`config.mk`:
```
export PLATFORM = sky130hd
export DESIGN_NAME = scale_coord_gen
export DESIGN_NICKNAME = d
export VERILOG_FILES = /design/src/rtl/scale_pkg.sv /design/src/rtl/scale_axis_acc.sv /design/src/rtl/scale_coord_gen.sv
export SDC_FILE = /design/constraint.sdc
export NUM_CORES = 1
export LEC_CHECK = 0
export ABC_CLOCK_PERIOD_IN_PS = 9800
export CAP_MARGIN = 30
export CORE_MARGIN = 10
export CORE_UTILIZATION = 35
export CTS_CLUSTER_DIAMETER = 30
export DETAILED_ROUTE_END_ITERATION = 16
export GPL_TIMING_DRIVEN = 0
export REMOVE_ABC_BUFFERS = 1
export SETUP_SLACK_MARGIN = 0.05
export SYNTH_ARGS = -nofsm -noshare
export SYNTH_HDL_FRONTEND = slang
export SYNTH_HIERARCHICAL = 1
export SYNTH_SLANG_ARGS = --single-unit
```
`constraint.sdc`:
```
create_clock -name clk -period 9.8 [get_ports clk]
set_clock_uncertainty 0.05 [all_clocks]
set_input_delay 1.47 -clock clk [delete_from_list [all_inputs] [get_ports clk]]
set_output_delay 1.47 -clock clk [all_outputs]
set_load 0.02 [all_outputs]
```
`src/rtl/scale_pkg.sv`:
```
// Shared constants and FSM state type for the scaler coordinate generator.
package scale_pkg;
    localparam int H_OUT_DEF = 640;
    localparam int V_OUT_DEF = 480;
    localparam logic [9:0] LUT_MAX = 10'd240;
    localparam logic [16:0] UNITY = 17'h10000;

    typedef enum logic [1:0] {IDLE, LATCH, CALC, RUN} state_t;
endpackage

```
`src/rtl/scale_axis_acc.sv`:
```
// One axis of the source-coordinate walk: centring offset, 10.16 accumulator,
// output counter and clamped neighbour index.
module scale_axis_acc
    import scale_pkg::*;
#(
    parameter int N      = 640,
    parameter int FRAC_W = 8
) (
    input  logic              clk,
    input  logic              rst,
    input  logic              load,
    input  logic              inc,
    input  logic              wrap,
    input  logic [16:0]       step,
    output logic [9:0]        coord_int,
    output logic [9:0]        coord_next,
    output logic [FRAC_W-1:0] coord_frac,
    output logic              last
);
    localparam logic [25:0] HALF    = 26'(N / 2);
    localparam logic [9:0]  MAX_IDX = 10'(N - 1);

    logic [25:0] acc;
    logic [25:0] off;
    logic [9:0]  cnt;

    // Centres the zoomed window: (N/2)*(1-S) in 10.16, never negative since S <= 1.0
    assign off = HALF * (26'(UNITY) - 26'(step));

    always_ff @(posedge clk) begin
        if (rst) begin
            acc <= '0;
            cnt <= '0;
        end else if (load || wrap) begin
            acc <= off;
            cnt <= '0;
        end else if (inc) begin
            acc <= acc + 26'(step);
            cnt <= cnt + 10'd1;
        end
    end

    assign coord_int  = acc[25:16];
    assign coord_frac = acc[15:16-FRAC_W];
    assign coord_next = (coord_int >= MAX_IDX) ? MAX_IDX : coord_int + 10'd1;
    assign last       = (cnt == MAX_IDX);
endmodule

```
`src/rtl/scale_coord_gen.sv`:
```
// Frame-walk controller: fetches the zoom step from the ratio LUT once per frame
// and streams centred source coordinates in raster order over valid/ready.
module scale_coord_gen
    import scale_pkg::*;
#(
    parameter int H_OUT  = H_OUT_DEF,
    parameter int V_OUT  = V_OUT_DEF,
    parameter int FRAC_W = 8
) (
    input  logic              clk,
    input  logic              rst,
    input  logic [9:0]        zoom_level,
    input  logic              frame_start,
    output logic [9:0]        lut_raddr,
    input  logic [15:0]       lut_data,
    output logic              busy,
    output logic              coord_valid,
    input  logic              coord_ready,
    output logic [9:0]        sx_int,
    output logic [9:0]        sy_int,
    output logic [9:0]        sx_next,
    output logic [9:0]        sy_next,
    output logic [FRAC_W-1:0] sx_frac,
    output logic [FRAC_W-1:0] sy_frac,
    output logic              eol,
    output logic              eof
);
    state_t state, state_nxt;
    logic [16:0] step;
    logic run, hs, x_last, y_last, load;
    logic [9:0] x_int, y_int, x_next, y_next;
    logic [FRAC_W-1:0] x_frac, y_frac;

    always_ff @(posedge clk) begin
        if (rst) begin
            state     <= IDLE;
            lut_raddr <= '0;
            step      <= UNITY;
        end else begin
            state <= state_nxt;
            if (state == IDLE && frame_start)
                lut_raddr <= zoom_level;
            // Index 0 and out-of-range indices fall back to unity zoom
            if (state == LATCH)
                step <= (lut_raddr == '0 || lut_raddr > LUT_MAX) ? UNITY : {1'b0, lut_data};
        end
    end

    always_comb begin
        state_nxt = state;
        case (state)
            IDLE:  if (frame_start) state_nxt = LATCH;
            LATCH: state_nxt = CALC;
            CALC:  state_nxt = RUN;
            RUN:   if (hs && x_last && y_last) state_nxt = IDLE;
            default: state_nxt = IDLE;
        endcase
    end

    assign run  = (state == RUN);
    assign hs   = run && coord_ready;
    assign load = (state == CALC);

    scale_axis_acc #(.N(H_OUT), .FRAC_W(FRAC_W)) u_x (
        .clk(clk), .rst(rst), .load(load),
        .inc(hs && !x_last), .wrap(hs && x_last), .step(step),
        .coord_int(x_int), .coord_next(x_next), .coord_frac(x_frac), .last(x_last)
    );

    scale_axis_acc #(.N(V_OUT), .FRAC_W(FRAC_W)) u_y (
        .clk(clk), .rst(rst), .load(load),
        .inc(hs && x_last && !y_last), .wrap(1'b0), .step(step),
        .coord_int(y_int), .coord_next(y_next), .coord_frac(y_frac), .last(y_last)
    );

    // Coordinates read as zero whenever no coordinate is being offered
    assign coord_valid = run;
    assign busy        = (state != IDLE);
    assign sx_int      = run ? x_int  : '0;
    assign sy_int      = run ? y_int  : '0;
    assign sx_next     = run ? x_next : '0;
    assign sy_next     = run ? y_next : '0;
    assign sx_frac     = run ? x_frac : '0;
    assign sy_frac     = run ? y_frac : '0;
    assign eol         = run && x_last;
    assign eof         = run && x_last && y_last;
endmodule

```
==> run summary <==
Detailed-route via count -> 9164
IO Count -> 100
Initial antenna violation count -> 0
Met2 Usage GRT -> 24.91%
Main synth FF type -> dfxtp_1
I/O Buffers -> 98
ANT nets after route -> 0
Fin crit period -> 5286 ps
Die Area -> 37310 µm²
RSZ-0062 raised after global routing -> false
Largest net degree at the start of global routing -> 40
CTS H-tree lvls -> 3
Finished Core Util -> 40.12%
Outcome -> complete, no violations
CTS tree -> built
Layout area overhead -> 13.31%
Die width -> 193.2 µm
Final worst setup slack -> 4514 ps
Rel. slew slack -> 35.97%
Core area -> 29640 µm²
Seq cells post-synth -> 101
Worst-Skew Late Latency -> 370 ps
Critical Path RT -> 9970 ps
Fin nets -> 1471
Final WL -> 27610 µm
Period utilisation layout -> 53.94%
Share of the synthesized area in the top cell type -> 19.27%
WL per Instance -> 16.08 µm
Met1 Use GR -> 18.91%
Setup CP Type -> reg2reg
Worst R2R Setup Slack -> 4510 ps
Crit-path max FO -> 10
Row count -> 63
Hold path start -> u_y/acc[1]$_SDFFE_PP0P_
RD Place Congestion -> 0.8544
Worst min path class -> reg2reg
Reg clk slew, reported paths -> 80 ps
Final setup viols -> 0
Post-synth EDFFs -> 0
GR Util met3 -> 3.022%
Syn Inst Count -> 1289
Seq/Total Area, Yosys -> 19.27%
CTS resizes -> 0
Hold depth -> 2
Clock tree root buffer cell -> clkbuf_16
Total CTS buffers -> 9
Worst min-delay path endpoint -> u_y/acc[1]$_SDFFE_PP0P_
GRT overflow -> 0
Drt drc -> 0
Gr busiest metal -> met2
Total track usage -> 14.76%
Cells on worst reg2reg path -> 18
Number of setup buffers added after CTS -> 0
DR pass1 iterations -> 5
Synth Area per Inst -> 8.141 µm²
Crit. End Element -> register
Final slew viol count -> 0
Post-synth top cells -> 106 x nor2_1, 101 x dfxtp_1, 95 x ha_1, 86 x a21oi_1, 86 x nand2_1
Clock sink count -> 101
Cells taking the most area after synthesis -> dfxtp_1 19%, ha_1 11%, xnor2_1 6.9%, fa_1 4.6%, xor2_1 4.2%
Cell with the most instances after synthesis -> nor2_1
Synth async-reset ratio -> 0%
Via-to-Cell Ratio -> 5.337
Synth cell types -> 94
Final HPWL DP -> 21050 µm
Die Ht -> 193.2 µm
Final Hold Fails -> 0
Area leader, netlist -> dfxtp_1
Worst slew pin tran -> 941.8 ps
Fmax -> 189.2 MHz
Max-Cap Viols -> 0
First-pass GRT wire length -> 45390 µm
Setup TNS -> 0 ps
Placement Setup Slack -> 4561 ps
Initial DRC count -> 566
Yosys warning count -> 6
CP Launch Type -> register
Vias in the first global route -> 8824
Max Buffers Root-to-Sink -> 2
R2R Path Start -> step[1]$_SDFFE_PP0N_
Post-CTS Hold Fix Bufs -> 0
Initial Utilization -> 35.41%
Synthesized cell area -> 10490 µm²
Crit Reg-Reg Endpoint -> u_y/acc[24]$_SDFFE_PP0P_
Crit path DAT -> 5460 ps
Share of cells above drive strength 1 -> 5.204%
metrics by stage:
step / cell area [µm²] / cells / hold slack, ps
6_report: 11890 / 1717 / 455.8
5_1_grt: 11890 / 1716 / 472.3
4_1_cts: 11890 / 1716 / 458.2
3_5_place_dp: 11580 / 1701 / 438.1
3_3_place_gp: 11490 / 1695 / 428.1
2_1_floorplan: 10020 / 1207 / 412.5
metal layers:
metal	vias up	share of wire, %	routed length, µm
met2	139	47	12990
li1	4651	-	-
met5	-	0	0
met1	4349	47	12950
met4	0	1.5	410
met3	25	4.6	1266
worst max path at each step:
| stage | start | to | slack (ps) | cells after the start |
|---|---|---|---|---|
| after CTS | step[1]$_SDFFE_PP0N_ | u_y/acc[24]$_SDFFE_PP0P_ | 4530 | 18 |
| after detailed placement | step[1]$_SDFFE_PP0N_ | u_y/acc[24]$_SDFFE_PP0P_ | 4560 | 18 |
| after global routing | step[1]$_SDFFE_PP0N_ | u_y/acc[24]$_SDFFE_PP0P_ | 4080 | 18 |
| after global placement | coord_ready | u_x/acc[18]$_SDFFE_PP0P_ | 3930 | 7 |
| final | step[1]$_SDFFE_PP0N_ | u_y/acc[24]$_SDFFE_PP0P_ | 4510 | 18 |
| after floorplan | step[1]$_SDFFE_PP0N_ | u_y/acc[24]$_SDFFE_PP0P_ | 5380 | 18 |
critical path, cell delays in order, from the launching register on:
cell and delay, ps:
dfxtp_1 440, inv_1 240, ha_1 230, nor3b_1 460, nand2_1 220, nor2_1 280, xor2_2 370, xnor2_1 180
xnor2_1 120, fa_1 520, inv_1 40, ha_1 380, a21o_1 200, a21oi_1 170, or3b_1 350, o21ai_0 300
o21ai_0 170, xnor2_1 310, o22ai_2 100
kinds of logic after synthesis:
group                      after synthesis  synth area share [%]
AOI/OAI and AO/OA                      300                 20.29
xor gates and xnor gates               137                 11.72
adders and majority gates              126                 16.57
buffers and inverters                  154                 7.118
DFF                                    101                 19.27
muxes                                   22                 2.146
other                                    2               0.07157
and+or+nand+nor                        447                 22.81
flip-flops by register name (all words and copies together) (netlist names):
signal,flops
u_y/acc,26
lut_raddr,10
u_y/cnt,10
state,2
u_x/acc,26
step,17
u_x/cnt,10
cell type report:
class,instances,area (µm²)
Sequential cell,101,2022
Clock buffer,9,225.2
Clock inverter,6,83.83
Fill cell,3070,17750
Timing Repair Buffer,104,1061
Tap cell,390,488.0
Multi-Input combinational cell,1037,7749
Antenna cell,1,2.502
Inverter,69,259.0
cells in the final DEF (no fill, tap or decap), types with 9 or more instances in the layout:
cell             instances
clkdlybuf4s50_1         97
a211oi_1                24
dfxtp_1                101
nor2b_1                 10
ha_1                    94
and3_1                  12
nand4_1                 22
fa_1                    24
clkbuf_16                9
o21ai_0                 33
mux2i_1                 20
a21o_1                  34
a31oi_1                 10
and2_1                  64
o21a_1                  10
xor2_1                  50
o211ai_1                10
nand2b_1                12
nor3_1                  35
nor2_1                 105
xnor2_1                 83
a32o_1                  17
a21oi_1                 86
or3_1                   14
nand3_1                 32
nand2_1                 86
inv_1                   69
Power is left out: the tool's default activity adds up to more than one toggle a clock period on the data nets, which glitch-free logic cannot reach.
